## src/rtl/multiplier_4_bit_pkg.sv

```systemverilog
// rtl/multiplier_4_bit_pkg.sv - shared types, widths and width helpers for the shift-add multiplier
package multiplier_4_bit_pkg;

    typedef enum logic {
        IDLE = 1'b0,
        RUN  = 1'b1
    } mult_state_t;

    localparam int DEFAULT_DATA_WIDTH = 4;
    localparam int PRODUCT_WIDTH      = 2 * DEFAULT_DATA_WIDTH;
    localparam int COUNT_WIDTH        = $clog2(DEFAULT_DATA_WIDTH + 1);

    // Product width for an arbitrary operand width
    function automatic int product_width(input int data_width);
        return 2 * data_width;
    endfunction

    // Counter width able to hold 0..data_width
    function automatic int count_width(input int data_width);
        return $clog2(data_width + 1);
    endfunction

endpackage

```

## src/rtl/multiplier_4_bit_datapath.sv

```systemverilog
// rtl/multiplier_4_bit_datapath.sv - operand shift registers, adder, accumulator and step counter
module multiplier_4_bit_datapath
    import multiplier_4_bit_pkg::*;
#(
    parameter int DATA_WIDTH = 4
) (
    input  logic                                 clk,
    input  logic                                 rst_n,
    input  logic                                 load,
    input  logic                                 step,
    input  logic [DATA_WIDTH-1:0]                data_a,
    input  logic [DATA_WIDTH-1:0]                data_b,
    output logic [product_width(DATA_WIDTH)-1:0] sum,
    output logic                                 last
);

    localparam int PW = product_width(DATA_WIDTH);
    localparam int CW = count_width(DATA_WIDTH);
    localparam logic [CW-1:0] LAST_COUNT = CW'(DATA_WIDTH - 1);

    logic [PW-1:0]         a_reg;
    logic [DATA_WIDTH-1:0] b_reg;
    logic [PW-1:0]         acc;
    logic [CW-1:0]         count;

    // Partial sum including this step's contribution; the top samples it on the final step
    always_comb begin
        sum = acc;
        if (b_reg[0]) begin
            sum = acc + a_reg;
        end
    end

    assign last = (count == LAST_COUNT);

    // Load operands on start, then shift A left / B right and accumulate one bit per step
    always_ff @(posedge clk or negedge rst_n) begin
        if (!rst_n) begin
            a_reg <= '0;
            b_reg <= '0;
            acc   <= '0;
            count <= '0;
        end else if (load) begin
            a_reg <= {{DATA_WIDTH{1'b0}}, data_a};
            b_reg <= data_b;
            acc   <= '0;
            count <= '0;
        end else if (step) begin
            a_reg <= {a_reg[PW-2:0], 1'b0};
            b_reg <= {1'b0, b_reg[DATA_WIDTH-1:1]};
            acc   <= sum;
            count <= count + 1'b1;
        end
    end

endmodule

```

## src/rtl/multiplier_4_bit.sv

```systemverilog
// rtl/multiplier_4_bit.sv - sequential unsigned shift-add multiplier with start/busy/done handshake
module multiplier_4_bit
    import multiplier_4_bit_pkg::*;
#(
    parameter int DATA_WIDTH = 4
) (
    input  logic                                 Clock_In,
    input  logic                                 Reset_N_In,
    input  logic                                 Start_In,
    input  logic [DATA_WIDTH-1:0]                Data_A_In,
    input  logic [DATA_WIDTH-1:0]                Data_B_In,
    output logic                                 Busy_Out,
    output logic                                 Done_Out,
    output logic [product_width(DATA_WIDTH)-1:0] Multiplied_Result_Out
);

    localparam int PW = product_width(DATA_WIDTH);

    mult_state_t   state;
    logic          load;
    logic          step;
    logic [PW-1:0] sum;
    logic          last;

    // Start is only honoured while idle, so a request during RUN is simply dropped
    assign load = (state == IDLE) && Start_In;
    assign step = (state == RUN);

    multiplier_4_bit_datapath #(
        .DATA_WIDTH (DATA_WIDTH)
    ) u_datapath (
        .clk    (Clock_In),
        .rst_n  (Reset_N_In),
        .load   (load),
        .step   (step),
        .data_a (Data_A_In),
        .data_b (Data_B_In),
        .sum    (sum),
        .last   (last)
    );

    // Control FSM with registered busy/done/result; the result only updates on completion
    always_ff @(posedge Clock_In or negedge Reset_N_In) begin
        if (!Reset_N_In) begin
            state                 <= IDLE;
            Busy_Out              <= 1'b0;
            Done_Out              <= 1'b0;
            Multiplied_Result_Out <= '0;
        end else begin
            Done_Out <= 1'b0;
            case (state)
                IDLE: begin
                    if (Start_In) begin
                        state    <= RUN;
                        Busy_Out <= 1'b1;
                    end
                end
                RUN: begin
                    if (last) begin
                        state                 <= IDLE;
                        Busy_Out              <= 1'b0;
                        Done_Out              <= 1'b1;
                        Multiplied_Result_Out <= sum;
                    end
                end
                default: begin
                    state    <= IDLE;
                    Busy_Out <= 1'b0;
                end
            endcase
        end
    end

endmodule

```

## config.mk

```make
export PLATFORM = sky130hd
export DESIGN_NAME = multiplier_4_bit
export DESIGN_NICKNAME = d
export VERILOG_FILES = /design/src/rtl/multiplier_4_bit_pkg.sv /design/src/rtl/multiplier_4_bit_datapath.sv /design/src/rtl/multiplier_4_bit.sv
export SDC_FILE = /design/constraint.sdc
export NUM_CORES = 1
export LEC_CHECK = 0
export CORE_MARGIN = 2
export CORE_UTILIZATION = 32
export CTS_CLUSTER_DIAMETER = 30
export CTS_CLUSTER_SIZE = 16
export DETAILED_ROUTE_END_ITERATION = 12
export HOLD_SLACK_MARGIN = 0.12
export PLACE_DENSITY_LB_ADDON = 0.3
export SLEW_MARGIN = 20
export SYNTH_ARGS = -nofsm -noshare
export SYNTH_HDL_FRONTEND = slang
export SYNTH_SLANG_ARGS = --single-unit
```

## constraint.sdc

```tcl
create_clock -name Clock_In -period 2.2 [get_ports Clock_In]
set_clock_uncertainty 0.2 [all_clocks]
set_input_delay 0.44 -clock Clock_In [delete_from_list [all_inputs] [get_ports Clock_In]]
set_output_delay 0.44 -clock Clock_In [all_outputs]
set_load 0.02 [all_outputs]
```

==> metrics.md <==
| Metric | Value |
|---|---|
| EDFF count, synth | `0` |
| GRT overflow | `0` |
| RSZ-0062 raised after global routing | `true` |
| Final Cycle Share | `0.981` |
| Antenna Cells | `0` |
| Die height | `78.7 um` |
| FF-to-FF End | `Multiplied_Result_Out[6]$_DFFE_PN0P_` |
| Htree depth | `2` |
| Worst path required time | `2.18 ns` |
| Netlist Area Pre-Place | `0.00179 mm^2` |
| Logic pwr share | `0.419` |
| NetSw | `1.14 mW` |
| Synth Area in Simple Gates | `0.148` |
| Pin count of the biggest net entering global routing | `35` |
| Postcts setup bufs | `0` |
| Fraction of registers with async set/reset | `1.00` |
| Synth Instances | `180` |
| Synth Flop Type | `dfrtp_1` |
| Place WS | `-0.0275 ns` |
| Clock Path Buffers | `2` |
| Min-Delay Path Class | `flop to flop` |
| Clock root cell | `clkbuf_8` |
| Sw Share | `0.370` |
| Antenna violations before repair | `0` |
| Hold Path End | `Multiplied_Result_Out[4]$_DFFE_PN0P_` |
| CTS buffer count | `5` |
| Arrival time worst endpoint | `2.13 ns` |
| Critical path cell sequence | `ha_2 > fa_2 > a211oi_2 > o21bai_1 > a21oi_2 > mux2i_1 > a211o_1` |
| Final wirelength | `3750 um` |
| IO Count | `21` |
| Avg Cell Area, Syn | `9.93 um^2` |
| Total number of yosys warnings | `0` |
| Final Util | `0.422` |
| Hold Crit Depth | `2` |
| Avg Vias per Cell | `4.94` |
| Worst relative slew slack | `0.712` |
| Share of layout cells above drive strength 1 | `0.157` |
| Port bufs | `20` |
| DRT antenna net count | `0` |
| Die width | `78.7 um` |
| DRT Pass-1 Iters | `4` |
| XOR/XNOR Fraction of Synth Area | `0.0147` |
| Max-Cap Viols | `0` |
| Reg2Reg Setup Slack | `0.04 ns` |
| R2R depth | `7` |
| Sequential cell area fraction in the yosys report | `0.476` |
| Initial drt markers | `68` |
| Sequential Power Share | `0.350` |
| Internal power | `1.95 mW` |
| Mux cell area share after synthesis | `0.0742` |
| Synth unique cells | `35` |
| HP Start | `Multiplied_Result_Out[4]$_DFFE_PN0P_` |
| Global-route wire length before repair | `6440 um` |
| Vias | `1394` |
| Period minus WS final | `2.16 ns` |
| Core Region | `0.00544 mm^2` |
| Worst path max stage delay | `0.39 ns` |
| Status | `finished clean` |
| Synth Area in Compound Gates | `0.181` |
| Vias in the first global route | `1342` |
| Slew Limit Fails | `0` |
| HPWL after detailed placement | `2690 um` |
| Routed length per placed instance | `13.3 um` |
| CP Class | `flop to flop` |
| Nature of the critical path startpoint | `flop` |
| Final layout net count | `230` |
| Residual DRC count | `0` |
| Setup violators final | `0` |
| Synthesized Nets | `201` |
| Main combinational cell family by area after synthesis | `compound AO/OA/AOI/OAI gates` |
| Crit-path max FO | `3` |
| Routability cong. | `0.812` |
| Max VDD drop | `0.452 mV` |
| Achievable Freq | `463 MHz` |
| Crit. End Element | `flop` |
| Post-synthesis sequential element count | `34` |
| CTS tree | `done` |
| Row Count | `27` |
| CP max stage cell | `dfrtp_1` |
| Power Density | `1340 mW/mm^2` |
| Gr usage total | `0.136` |
| Initial core utilization | `0.329` |
| Setup ws final | `0.0425 ns` |
| Adder-Cell Fraction of Synth Area | `0.0742` |
| Fin. Hold Viols | `0` |
| Worst skew pair latency | `0.29 ns` |
| Worst reg2reg path startpoint | `u_datapath.acc[0]$_DFFE_PN0P_` |
| Setup TNS | `0 ns` |
| Worst Max-Slew Pin Slew | `0.431 ns` |
| Clock power frac | `0.231` |
| Clk pin slew, worst setup/hold paths | `0.07 ns` |
| Die area | `0.00620 mm^2` |
| Area grow syn2layout | `28.5%` |
| Clock sinks | `34` |
| Static Leak | `1.04 nW` |
cells in the final DEF, fill, tap and decap left out, drive strengths merged, types with 4 or more instances in the layout:
master and instances:
clkbuf 6, clkdlybuf4s50 20, a21oi 7, o21ai 23, buf 12, dfrtp 34, nor2 9, mux2i 11
ha 9, a22o 7, inv 4, nor3b 6, nand2 29, a211oi 4, nand3 5
logic make-up after synthesis:
| family | count (synthesis) |
|---|---|
| AND/OR/NAND/NOR | 57 |
| XOR/XNOR | 3 |
| multiplexers | 13 |
| buffers and inverters | 14 |
| AO/OA/AOI/OAI | 49 |
| adder cells (fa/ha/maj) | 10 |
| flip-flops | 34 |
critical path: cells and delay by family, from the launching register on:
| family | cells | cell delay (ns) |
|---|---|---|
| fa+ha+maj | 2 | 0.55 |
| mux | 1 | 0.10 |
| flops | 1 | 0.39 |
| compound gates | 4 | 0.80 |
area by class of cell:
cell class | count | area (um^2)
clock inverters | 2 | 60.1
well taps | 72 | 90.1
flip-flops and latches | 34 | 851
multi-input cells | 132 | 907
fillers | 512 | 3140
clock buffers | 6 | 82.6
repair buffers | 32 | 290
inverters | 4 | 15.0
synthesized netlist by cell type, drive strengths merged, types with 2 or more instances:
master | instances | area share
nor2 | 9 | 0.019
and3 | 2 | 0.0070
mux2i | 11 | 0.062
inv | 4 | 0.0084
dfrtp | 34 | 0.48
nand2 | 29 | 0.061
a211o | 2 | 0.011
buf | 5 | 0.013
a21oi | 7 | 0.024
a22o | 7 | 0.034
a21o | 2 | 0.0091
ha | 9 | 0.063
nand3 | 5 | 0.014
o21ai | 23 | 0.064
nor3 | 2 | 0.0056
nor3b | 6 | 0.025
xnor2 | 2 | 0.0098
clkbuf | 5 | 0.011
o22ai | 2 | 0.0070
a211oi | 4 | 0.022
mux2 | 2 | 0.013
how the worst max path moves through the flow:
stage / endpoint / slack (ns) / startpoint / cells after the start
CTS: Multiplied_Result_Out[6]$_DFFE_PN0P_ / 0.002 / u_datapath.acc[0]$_DFFE_PN0P_ / 7
floorplan: Multiplied_Result_Out[6]$_DFFE_PN0P_ / 0.04 / u_datapath.acc[0]$_DFFE_PN0P_ / 7
global route: Multiplied_Result_Out[6]$_DFFE_PN0P_ / -0.11 / u_datapath.acc[0]$_DFFE_PN0P_ / 7
finish: Multiplied_Result_Out[6]$_DFFE_PN0P_ / 0.04 / u_datapath.acc[0]$_DFFE_PN0P_ / 7
detailed placement: Multiplied_Result_Out[6]$_DFFE_PN0P_ / -0.03 / u_datapath.acc[0]$_DFFE_PN0P_ / 7
global placement: Multiplied_Result_Out[6]$_DFFE_PN0P_ / -0.02 / u_datapath.acc[0]$_DFFE_PN0P_ / 7
metal layers:
layer  wire, um  share of wire  vias to the layer above  global-route usage
li1           -              -                      708                   -
met1       1860           0.50                      658               0.184
met2       1700           0.45                       23               0.206
met3        137          0.037                        5              0.0375
met4         55          0.015                        0              0.0526
met5          0              0                        -                   0
per-stage QoR:
step / area [um^2] / power (mW) / hold slack [ns] / std cells
detailed placement: 2130 / 2.35 / 0.271 / 274
floorplan: 1790 / 1.91 / -0.0556 / 180
global placement: 2130 / 2.32 / 0.263 / 274
global route: 2300 / 3.34 / 0.314 / 282
finish: 2300 / 3.09 / 0.278 / 282
CTS: 2270 / 3.08 / 0.289 / 282
power groups by stage:
stage	Combinational (mW)	Sequential, mW	Clock (mW)
final	1.29	1.08	0.714
after global routing	1.46	1.12	0.757
after CTS	1.27	1.08	0.735
after detailed placement	1.26	1.08	0
after global placement	1.24	1.08	0
after floorplan	0.843	1.06	0
timing repair:
item,4_1_cts,5_1_grt
hold buffers,0,0
pin swaps,3,3
setup endpoints to repair,2,6
resized for setup,1,6
Power figures use the tool's default switching activity.
==> RTL edit: new RTL, config.mk and constraints unchanged <==
Reset style: synchronous (`Reset_N_In` and `rst_n`), changed in 2 clocked blocks.
--- a/src/rtl/multiplier_4_bit_datapath.sv
+++ b/src/rtl/multiplier_4_bit_datapath.sv
@@ -34,7 +34,7 @@
     assign last = (count == LAST_COUNT);
 
     // Load operands on start, then shift A left / B right and accumulate one bit per step
-    always_ff @(posedge clk or negedge rst_n) begin
+    always_ff @(posedge clk) begin
         if (!rst_n) begin
             a_reg <= '0;
             b_reg <= '0;
--- a/src/rtl/multiplier_4_bit.sv
+++ b/src/rtl/multiplier_4_bit.sv
@@ -40,7 +40,7 @@
     );
 
     // Control FSM with registered busy/done/result; the result only updates on completion
-    always_ff @(posedge Clock_In or negedge Reset_N_In) begin
+    always_ff @(posedge Clock_In) begin
         if (!Reset_N_In) begin
             state                 <= IDLE;
             Busy_Out              <= 1'b0;
Formal check against the unedited RTL: differs if Reset_N_In is asserted again (counterexample within 4 cycles, from zero or initial values and one cycle with Reset_N_In low); with Reset_N_In held inactive, the same outputs for 10 cycles.
==> RTL edit against the original RTL <==
- count of clock-buffer cells in the layout increased by 1
- worst setup slack improved by 0.047 ns
- design area decreased by 5.4%
- area after synthesis decreased by 6.0%
- sequential cell count unchanged
- core utilization increased by 0.59 points
- fmax increased by 2.2%
- non-clock buffer count decreased by 2
- routed wire length decreased by 10%
Power is not compared: it rests on default switching activity, and its combinational part moved more than twofold at a synthesized area within 25%.
==> RTL edit: results (changes against the original RTL) <==
Layout
The total of fill cells in the finished design is 532 (+3.9%). The fraction of final layout cells sized beyond drive strength 1 came to 15.0% (-0.71 points). The number of standard cells in the layout, taps in and fillers out is 290 (+2.8%).

The number of nets in the layout is 241 (+4.8%).

Detailed routing
The routed wire length on met3 is 93 µm (-32%). The post-route met1 wirelength is 1.66 mm (-10%). The starting DRC count in detailed routing is 88 (+29%).

The uppermost metal layer occupied by signal nets is met4. The wire length on met2 came to 1.54 mm (-9.1%). The final routed wire length divided by cell count is 11.6 µm (-13%).

Global routing
The total global routing track utilization is 12.5% (-1.1 points). The met2 demand-to-capacity share in global routing is 19.6% (-1.0 points). The global-route wire length before repair is 5.87 mm (-8.9%). The via count of the first global-routing pass is 1300 (-3.1%). The largest net degree at the start of global routing is 23 (-34%). The met3 global-route usage was 2.96% (-0.79 points).

Synth
The library cell with the highest instance count after synthesis is sky130_fd_sc_hd__dfxtp_1. The adder-cell share of the synthesized area is 7.89% (+0.47 points). The portion of netlist area occupied by mux cells was 11.0% (+3.6 points). The share of flip-flops with an asynchronous set or reset is 0% (-100 points). The post-synthesis sequential area ratio is 40.5% (-7.1 points).

By area the synthesized netlist is led by sky130_fd_sc_hd__dfxtp_1 (41%), sky130_fd_sc_hd__mux2i_1 (10%), sky130_fd_sc_hd__ha_1 (6.7%), sky130_fd_sc_hd__nand2_1 (5.8%), sky130_fd_sc_hd__o21ai_0 (5.4%). The net count after synthesis is 212 (+5.5%). The synthesized-area fraction occupied by ao, oa, aoi and oai cells is 17.3% (-0.79 points). The xor-xnor portion of the synthesized cell area was 1.56% (+0.093 points).

In the synthesized netlist, the cells that appear most often are sky130_fd_sc_hd__dfxtp_1 (34), sky130_fd_sc_hd__nand2_1 (26), sky130_fd_sc_hd__o21ai_0 (18).

Placed design
The number of instances in the placed design is 282 (+2.9%). The routability-driven placement congestion ratio came to 0.812 (about the same). The post-placement cell area was 2000 µm² (-5.8%). The HPWL reported at the end of detailed placement was 2.53 mm (-6.1%).

The placement-stage worst setup slack is -0.000146 ns (+0.0273 ns).

Critical path
The standard cell with the maximum stage delay on the critical path is sky130_fd_sc_hd__dfxtp_4. The top fanout value on the critical path came to 4 (+1). In this run the critical register-to-register path is launched from u_datapath.acc[1]. The delay of the slowest cell on the worst path is 0.36 ns (-0.03 ns). The endpoint identified for the worst register-to-register timing path is Multiplied_Result_Out[7]. The worst-case reg-to-reg path depth came to 6 (-1). The worst setup slack for register-to-register paths is 0.09 ns (+0.05 ns).

Timing
The post-route clock period utilization was 95.9% (-2.2 points).

Min path
The worst hold path terminates at Multiplied_Result_Out[1]. The source of the worst hold timing path is Multiplied_Result_Out[1].

Run status
The flow ran to the end, and the final reports show no timing, DRC or antenna violations.

Clocking
The post-cts sizing count came to 3 (+2).
-- RTL edit: cell types whose count changed in the layout (fill, tap and decap cells not counted), moves of 6 or more --
cell / change
sky130_fd_sc_hd__a22o_1: -7
sky130_fd_sc_hd__and2_1: +7
sky130_fd_sc_hd__dfrtp_1: -34
sky130_fd_sc_hd__dfxtp_1: +28
sky130_fd_sc_hd__mux2i_1: +6
sky130_fd_sc_hd__nor3b_1: -6
-- RTL edit: where the power goes --
part | total, mW | switching [mW] | internal [mW]
sequential | 0.648 | 0.0166 | 0.631
clock | 0.415 | 0.198 | 0.217
combinational | 0.132 | 0.0622 | 0.0694
total | 1.19 | 0.277 | 0.918
-- RTL edit: area by class of cell --
cell class / instances / area [µm²] / share of cell area (%)
repair buffers: 30 / 275 / 12.7
flip-flops and latches: 34 / 693 / 31.9
well taps: 70 / 87.6 / 4.03
clock buffers: 7 / 76.3 / 3.51
multi-input cells: 140 / 1010 / 46.3
inverters: 9 / 33.8 / 1.56
